===== config.mk =====
export PLATFORM = sky130hd
export DESIGN_NAME = seven_segment_decoder
export DESIGN_NICKNAME = d
export VERILOG_FILES = /design/src/rtl/seven_segment_decoder.sv
export SDC_FILE = /design/constraint.sdc
export NUM_CORES = 1
export LEC_CHECK = 0
export ABC_CLOCK_PERIOD_IN_PS = 2790
export CAP_MARGIN = 20
export CORE_ASPECT_RATIO = 0.9
export CORE_UTILIZATION = 35
export CTS_CLUSTER_DIAMETER = 100
export DETAILED_ROUTE_END_ITERATION = 6
export PLACE_DENSITY = 0.61
export SLEW_MARGIN = 20
export SYNTH_ARGS = -nofsm -noshare
export SYNTH_HDL_FRONTEND = slang
export SYNTH_SLANG_ARGS = --single-unit

===== constraint.sdc =====
create_clock -name i_Clk -period 2.79 [get_ports i_Clk]
set_input_delay 0.558 -clock i_Clk [delete_from_list [all_inputs] [get_ports i_Clk]]
set_output_delay 0.558 -clock i_Clk [all_outputs]
set_load 0.01 [all_outputs]

===== src/rtl/seven_segment_decoder.sv =====
// Snoops a multiplexed active-low 7-segment bus and rebuilds the displayed hex word.
// Optional frame counter output o_Frame_Count is enabled by defining SEVEN_SEG_DEC_FRAME_CNT_EN.
module seven_segment_decoder #(
    parameter int NUM_DIGITS    = 8,
    parameter int STABLE_CYCLES = 4
) (
    input  logic                    i_Clk,
    input  logic                    i_Rst_n,
    input  logic                    i_Segment_A,
    input  logic                    i_Segment_B,
    input  logic                    i_Segment_C,
    input  logic                    i_Segment_D,
    input  logic                    i_Segment_E,
    input  logic                    i_Segment_F,
    input  logic                    i_Segment_G,
    input  logic [NUM_DIGITS-1:0]   i_Digit_En,
    input  logic                    i_Clear,
    output logic [4*NUM_DIGITS-1:0] o_Number,
    output logic                    o_Valid,
    output logic [NUM_DIGITS-1:0]   o_Digit_Mask,
    output logic                    o_Error
`ifdef SEVEN_SEG_DEC_FRAME_CNT_EN
    ,
    output logic [15:0]             o_Frame_Count
`endif
);

    localparam logic [NUM_DIGITS-1:0] DIG_ONE   = NUM_DIGITS'(1);
    localparam logic [7:0]            CNT_LAST  = 8'(STABLE_CYCLES - 1);
    localparam logic [7:0]            CNT_FULL  = 8'(STABLE_CYCLES);

    typedef enum logic [1:0] {
        S_WAIT  = 2'd0,
        S_COUNT = 2'd1,
        S_HELD  = 2'd2
    } state_t;

    // Input sampling and one-sample history
    logic [6:0]              r_pat;
    logic [NUM_DIGITS-1:0]   r_en;
    logic [6:0]              r_prev_pat;
    logic [NUM_DIGITS-1:0]   r_prev_en;

    state_t                  r_state;
    state_t                  w_state_next;
    logic [7:0]              r_cnt;
    logic [7:0]              w_cnt_next;

    logic [NUM_DIGITS-1:0]   r_mask;
    logic [NUM_DIGITS-1:0]   w_mask_next;
    logic [4*NUM_DIGITS-1:0] r_number;
    logic                    r_valid;
    logic                    r_error;

    logic [NUM_DIGITS-1:0]   w_sel;
    logic                    w_one_hot;
    logic                    w_same;
    logic [3:0]              w_nibble;
    logic                    w_pat_valid;
    logic                    w_pat_blank;
    logic                    w_capture;
    logic                    w_capture_valid;
    logic                    w_capture_invalid;
    logic                    w_frame_done;
    logic                    w_publish;
    logic [4*NUM_DIGITS-1:0] w_shadow_flat;

    always_ff @(posedge i_Clk or negedge i_Rst_n) begin
        if (!i_Rst_n) begin
            r_pat      <= '0;
            r_en       <= '0;
            r_prev_pat <= '0;
            r_prev_en  <= '0;
        end else begin
            r_pat      <= ~{i_Segment_A, i_Segment_B, i_Segment_C, i_Segment_D,
                            i_Segment_E, i_Segment_F, i_Segment_G};
            r_en       <= i_Digit_En;
            r_prev_pat <= r_pat;
            r_prev_en  <= r_en;
        end
    end

    // A low enable selects a digit; w_sel is one-hot exactly in a valid scan slot
    assign w_sel     = ~r_en;
    assign w_one_hot = (w_sel != '0) && ((w_sel & (w_sel - DIG_ONE)) == '0);
    assign w_same    = (r_pat == r_prev_pat) && (r_en == r_prev_en);

    always_comb begin
        w_nibble    = 4'h0;
        w_pat_valid = 1'b1;
        case (r_pat)
            7'h7E:   w_nibble = 4'h0;
            7'h30:   w_nibble = 4'h1;
            7'h6D:   w_nibble = 4'h2;
            7'h79:   w_nibble = 4'h3;
            7'h33:   w_nibble = 4'h4;
            7'h5B:   w_nibble = 4'h5;
            7'h5F:   w_nibble = 4'h6;
            7'h70:   w_nibble = 4'h7;
            7'h7F:   w_nibble = 4'h8;
            7'h7B:   w_nibble = 4'h9;
            7'h77:   w_nibble = 4'hA;
            7'h1F:   w_nibble = 4'hB;
            7'h4E:   w_nibble = 4'hC;
            7'h3D:   w_nibble = 4'hD;
            7'h4F:   w_nibble = 4'hE;
            7'h47:   w_nibble = 4'hF;
            default: w_pat_valid = 1'b0;
        endcase
    end

    assign w_pat_blank = (r_pat == 7'h00);

    always_ff @(posedge i_Clk or negedge i_Rst_n) begin
        if (!i_Rst_n) begin
            r_state <= S_WAIT;
            r_cnt   <= '0;
        end else begin
            r_state <= w_state_next;
            r_cnt   <= w_cnt_next;
        end
    end

    always_comb begin
        w_state_next = r_state;
        w_cnt_next   = r_cnt;
        if (i_Clear) begin
            w_state_next = S_WAIT;
            w_cnt_next   = '0;
        end else begin
            case (r_state)
                S_WAIT: begin
                    if (w_one_hot) begin
                        w_state_next = S_COUNT;
                        w_cnt_next   = 8'd1;
                    end
                end
                S_COUNT: begin
                    if (!w_one_hot) begin
                        w_state_next = S_WAIT;
                        w_cnt_next   = '0;
                    end else if (!w_same) begin
                        w_cnt_next   = 8'd1;
                    end else if (r_cnt >= CNT_LAST) begin
                        // Counter saturates here; the held state blocks a second capture
                        w_state_next = S_HELD;
                        w_cnt_next   = CNT_FULL;
                    end else begin
                        w_cnt_next   = r_cnt + 8'd1;
                    end
                end
                S_HELD: begin
                    if (!w_one_hot) begin
                        w_state_next = S_WAIT;
                        w_cnt_next   = '0;
                    end else if (!w_same) begin
                        w_state_next = S_COUNT;
                        w_cnt_next   = 8'd1;
                    end
                end
                default: begin
                    w_state_next = S_WAIT;
                    w_cnt_next   = '0;
                end
            endcase
        end
    end

    always_comb begin
        w_capture = 1'b0;
        case (r_state)
            S_COUNT: w_capture = w_one_hot && w_same && (r_cnt >= CNT_LAST);
            default: w_capture = 1'b0;
        endcase
    end

    assign w_capture_valid   = w_capture && w_pat_valid;
    assign w_capture_invalid = w_capture && !w_pat_valid && !w_pat_blank;
    assign w_frame_done      = (r_mask == '1);
    assign w_publish         = w_frame_done && !i_Clear;
    assign w_mask_next       = (w_frame_done ? '0 : r_mask) |
                               (w_capture_valid ? w_sel : '0);

    genvar gi;
    generate
        for (gi = 0; gi < NUM_DIGITS; gi++) begin : g_digit
            logic [3:0] r_nib;
            always_ff @(posedge i_Clk or negedge i_Rst_n) begin
                if (!i_Rst_n) begin
                    r_nib <= 4'h0;
                end else if (!i_Clear && w_capture_valid && w_sel[gi]) begin
                    r_nib <= w_nibble;
                end
            end
            assign w_shadow_flat[4*gi +: 4] = r_nib;
        end
    endgenerate

    always_ff @(posedge i_Clk or negedge i_Rst_n) begin
        if (!i_Rst_n) begin
            r_mask   <= '0;
            r_number <= '0;
            r_valid  <= 1'b0;
            r_error  <= 1'b0;
        end else begin
            r_valid <= w_publish;
            if (w_publish) begin
                r_number <= w_shadow_flat;
            end
            if (i_Clear) begin
                r_mask  <= '0;
                r_error <= 1'b0;
            end else begin
                r_mask <= w_mask_next;
                if (w_capture_invalid) begin
                    r_error <= 1'b1;
                end
            end
        end
    end

`ifdef SEVEN_SEG_DEC_FRAME_CNT_EN
    logic [15:0] r_frame_count;

    always_ff @(posedge i_Clk or negedge i_Rst_n) begin
        if (!i_Rst_n) begin
            r_frame_count <= '0;
        end else if (w_publish) begin
            r_frame_count <= r_frame_count + 16'd1;
        end
    end

    assign o_Frame_Count = r_frame_count;
`endif

    assign o_Number     = r_number;
    assign o_Valid      = r_valid;
    assign o_Digit_Mask = r_mask;
    assign o_Error      = r_error;

endmodule


* Word-level counts from Yosys, hierarchy flattened
Index checks and enable logic that the tools add are counted.
** Storage, ports and cells
- Output and inout port bits :: 42
- Word-level logic and storage cells :: 102
- Input bits :: 18
- Register bits after elaboration :: 114
** Cells by class
- Equality and inequality tests :: 25
- $lt $le $gt $ge :: 1
- Mux-type cells :: 24
- Reduce and logical (&&, ||, !) cells :: 28
- Bitwise gates (word level) :: 4
- $add $sub $neg :: 2
** Operators by type and width (number)
- equality test 7 bit (second input constant) :: 12
- 2-to-1 mux 8 bit :: 10
- case mux 4 bit (15 select lines) :: 1
- case mux 8 bit (3 select lines) :: 1
- equality test 7 x 6 -> 1 bit (second input constant) :: 3
- logical AND 1 bit :: 17
- OR reduction 16 bit :: 1
- 2-to-1 mux 2 bit :: 7
- != test 4 bit (second input constant) :: 3
- adder 8 x 1 -> 8 bit (second input constant) :: 1
- bitwise AND 8 bit :: 1
- equality test 8 bit :: 1
- equality test 8 bit (second input constant) :: 1
- >= comparator 8 x 2 -> 1 bit (second input constant) :: 1
- zero test 8 bit :: 1
- inverter 8 bit :: 1
- OR 8 bit :: 1
- nonzero test 8 bit :: 1
- subtractor 8 x 1 -> 8 bit (second input constant) :: 1
- equality test 7 x 5 -> 1 bit (second input constant) :: 1
- equality test 7 bit :: 1
- zero test 7 bit :: 1
- inverter 7 bit :: 1
- case mux 2 bit (3 select lines) :: 1
- other kinds (9) :: 14

* Longest topological paths before layout
- Word-level depth :: 12
- Gate-level depth with buffers :: 8
- Depth with buffers taken out :: 6

* Least setup slack after synthesis
Ideal clock, no wire load.
- Path kind :: reg2reg
- Start point :: reg r_en[6]
- End point :: reg g_digit[0].r_nib[1]
- Clock period less this slack :: 2.087 ns
- Required time :: 2.631 ns
- Arrival time :: 1.928 ns
- Path slack :: 0.703 ns
- Setup time :: 0.159 ns
- Buffers on the path :: 1
- Cell stages (with the launch flop) :: 8
- Path through :: dfrtp_1 nand2b_1 a2111oi_2 o311a_1 and4_4 buf_12 o2111ai_4 mux2i_1
** On the way
- Word-level cells in the longest chain between the ends :: 11
- Elaborated cells on any way between the ends :: 14
- Classes of those cells :: add/sub (1); eq/ne (1); mux (1); bitwise (2); reduce/logical (9)
** Ends and longest elaborated chain
- start, declared :: RTL line 40 : logic [NUM_DIGITS-1:0] r_en;
- start signal, assigned :: RTL line 77 : r_en <= i_Digit_En;
- inverter 8 bit :: RTL line 84 : assign w_sel = ~r_en;
- subtractor 8 x 1 -> 8 bit :: RTL line 85 : assign w_one_hot = (w_sel != '0) && ((w_sel & (w_sel - DIG_ONE)) == '0);
- bitwise AND 8 bit :: RTL line 85
- zero test 8 bit :: RTL line 85
- logical AND 1 bit :: RTL line 85
- logical AND 1 bit * (2 in series) :: RTL line 172 : S_COUNT: w_capture = w_one_hot && w_same && (r_cnt >= CNT_LAST);
- 2-to-1 mux 1 bit * :: RTL line 171 : case (r_state)
- logical AND 1 bit * :: RTL line 177 : assign w_capture_valid = w_capture && w_pat_valid;
- logical AND 1 bit * (2 in series) :: RTL line 191 : end else if (!i_Clear && w_capture_valid && w_sel[gi]) begin
- end signal, assigned :: RTL line 192 : r_nib <= w_nibble;
- end, declared :: RTL line 187 : logic [3:0] r_nib;
Mark *: on every way between the ends. The rest lies on a longest branch, timed or not.
A chain may end at the register's enable or synchronous reset.

* Worst setup path after layout
- Start point :: reg r_en[3]
- End point :: reg g_digit[2].r_nib[1]
** On the way
- Word-level cells in the longest chain between the ends :: 11
- Elaborated cells on any way between the ends :: 14
- Classes of those cells :: add/sub (1); eq/ne (1); mux (1); bitwise (2); reduce/logical (9)
** Ends and longest elaborated chain (RTL line)
- inverter 8 bit :: 84
- subtractor 8 x 1 -> 8 bit :: 85
- bitwise AND 8 bit :: 85
- zero test 8 bit :: 85
- logical AND 1 bit :: 85
- logical AND 1 bit * (2 in series) :: 172
- 2-to-1 mux 1 bit * :: 171
- logical AND 1 bit * :: 177
- logical AND 1 bit * (2 in series) :: 191
- end signal, assigned :: 192
- end, declared :: 187
Marked as above.

==> qor.yml <==
status: "finished clean"
antenna_left: 0
grt_setup_unrepaired: "no"
place_area_um2: 5840
setup_viol: 0
grt_pass1_wl_mm: 16.7
drc_errors: 0
tritoncts: "yes"
synth_commonest_cells: "dfrtp_1, inv_1, mux2i_1"
viasPerCell: 4.74
die_h_um: 115
hp-class: "in -> async"
synth_edf_count: 0
root_buffer: "clkbuf_16"
p_leak_nw: 3.15
ir_drop_mv: 0.377
vias: 3159
fin_util_pct: 45.6
dpl.hpwl_mm: 6.89
boundaryPins: 60
io_buffers: 59
antenna_found_initial: 0
synth_area_leaders: "dfrtp_1, mux2_2, mux2i_1, o2111ai_4, inv_1"
synth_top_area_share_pct: 57.1
ys_types: 56
clk_path_buf_depth: 2
ys.flop_type: "dfrtp_1"
fillers: 1306
fin_crit_ns: 2.38
synth_top_cell_by_area: "dfrtp_1"
ys_ff_latch: 114
syn-cell-area_um2: 4990
track_usage_pct: 15.1
gr-total-overflow: 0
grt_start_max_net_pins: 60
path_max_fanout: 11
arrival_ns: 2.66
synthMostInstantiatedCell: "dfrtp_1"
gp_congestion: 0.772
synthToLayoutAreaGrowth_pct: 27.5
dpl.cell_count: 636
startpoint_type: "flop"
cts_buffers: 17
design_area_um2: 6360
clk_pin_slew_ns: 0.05
synthArstFlopShare_pct: 100
worstPathRequired_ns: 3.07
cp-end-kind: "flop"
fin_cells: 667
fmax_mhz: 420
cts_hold_buffers: 0
seq_area_um2: 2850
slowest_delay_ns: 0.49
syn_inst: 388
start_util_pct: 35.8
clock_sinks: 114
postRouteWirelength_mm: 10.0
drive_above_1_share_pct: 19.6
fin_nets: 481
final-hold-violation-count: 0
slew_violations: 0
wire_per_inst_um: 15.0
synth_fp_nets: 407
clk_latency_ns: 0.41
first_pass_iters: 4
worst_pin_slew_ns: 0.911
seq_area_frac_synth_pct: 57.1
finClkSkew_ns: 0.00675
crit_type: "reg -> reg"
finalCritPeriodShare_pct: 85.4
cp_cell_sequence: "nand4_2, nor4_1, o311a_1, and4_4, o2111ai_4, mux2i_1"
dieWidth_um: 128
slew_headroom_pct: 39.3
core-area_um2: 14000
rows: 41
multi_input_area_um2: 1870
n_antenna_cell: 0
syn_area_per_cell_um2: 12.9
slowest_stage: "dfrtp_1"
cap_violations: 0
ys_warn_count: 0
htreeDepth: 4
die-area_um2: 14700
power-per-cell-area_nw_per_um2: 599
drt_iter0_drc: 215
setup-tns-final_ns: 0
postCtsSetupBuffers: 0
post_cts_resize_count: 0
grt_pass1_vias: 3234
-- metal layers --
metal  global-route usage [%]  share of wire [%]  wire (um)
met5                        0                  0          0
met1                     20.4                 48       4790
met2                     22.6                 47       4720
met4                     5.88               0.85         85
met3                     5.03                4.3        430
-- registers in the layout, indices dropped and copies added (netlist names) --
register,flops
o_Valid,1
o_Digit_Mask,8
r_prev_en,8
o_Error,1
g_digit.r_nib,32
r_en,8
r_cnt,8
r_pat,7
o_Number,32
r_state,2
r_prev_pat,7
-- cells in the final DEF (no fill, tap or decap), drive strengths merged, types with 2 or more instances in the layout --
master,synthesis,routed
a21oi,4,4
a22o,2,2
a32o,2,2
and2,6,6
and3,2,2
buf,10,13
clkbuf,6,19
clkdlybuf4s50,0,58
clkinv,0,9
clkinvlp,0,2
dfrtp,114,114
inv,49,49
mux2,32,32
mux2i,34,34
nand2,24,24
nand2b,4,4
nand3,4,4
nand3b,4,4
nand4,13,13
nand4b,2,2
nand4bb,2,2
nor2,9,9
nor2b,4,4
nor3,3,3
nor3b,3,3
nor4,4,4
nor4b,2,2
o2111ai,8,8
o21ai,3,3
o22ai,3,3
o31ai,2,2
xnor2,13,13
xor2,3,3
-- cells by family (layout without fill, tap and decap cells) --
| logic type | Yosys count | count (layout) | synth area share [%] |
|---|---|---|---|
| DFF | 114 | 114 | 57.1 |
| and+or+nand+nor | 88 | 88 | 10.8 |
| muxes | 66 | 66 | 14.0 |
| buffers and inverters | 65 | 151 | 5.61 |
| AOI/OAI and AO/OA | 37 | 37 | 9.15 |
| xor gates and xnor gates | 16 | 16 | 2.81 |
| adders and majority gates | 2 | 2 | 0.451 |
-- layout make-up --
class | instances | area share, %
inverters | 49 | 2.89
clock buffers | 19 | 6.80
clock inverters | 12 | 1.47
flip-flops and latches | 114 | 44.8
well taps | 193 | 3.79
repair buffers | 71 | 10.9
multi-input cells | 209 | 29.4
-- worst max-delay path, delay by kind of cell (launching register included) --
kind,cells,cell delay [ns]
AO/OA/AOI/OAI,2,0.51
flip-flops,1,0.49
multiplexers,1,0.19
AND/OR/NAND/NOR,3,1.05
-- through the flow --
step / worst slack (ns) / power, mW / hold WS (ns)
CTS: 0.389 / 3.87 / 0.234
global route: 0.201 / 3.96 / 0.278
global placement: 0.488 / 1.90 / 0.491
floorplan: 0.703 / 1.81 / 0.262
finish: 0.408 / 3.81 / 0.216
detailed placement: 0.403 / 1.91 / 0.497
-- power by group --
part | switching [mW] | internal (mW) | total, mW
sequential | 0.0405 | 1.68 | 1.72
combinational | 0.0905 | 0.0659 | 0.156
clock | 0.738 | 1.20 | 1.94
total | 0.869 | 2.95 | 3.81
-- worst paths after layout --
check / endpoint / depth (start not counted) / slack [ns] / from
max: g_digit[2].r_nib[1] / 6 / 0.41 / r_en[3]
min: o_Number[11] / 1 / 0.22 / i_Rst_n
max reg2reg: g_digit[2].r_nib[1] / 6 / 0.41 / r_en[3]
min reg2reg: o_Number[12] / 1 / 0.50 / g_digit[3].r_nib[0]
max in group asynchronous: o_Number[19] / 2 / 1.88 / i_Rst_n
min in group i_Clk: o_Number[12] / 1 / 0.50 / g_digit[3].r_nib[0]
Power figures use the tool's default switching activity.
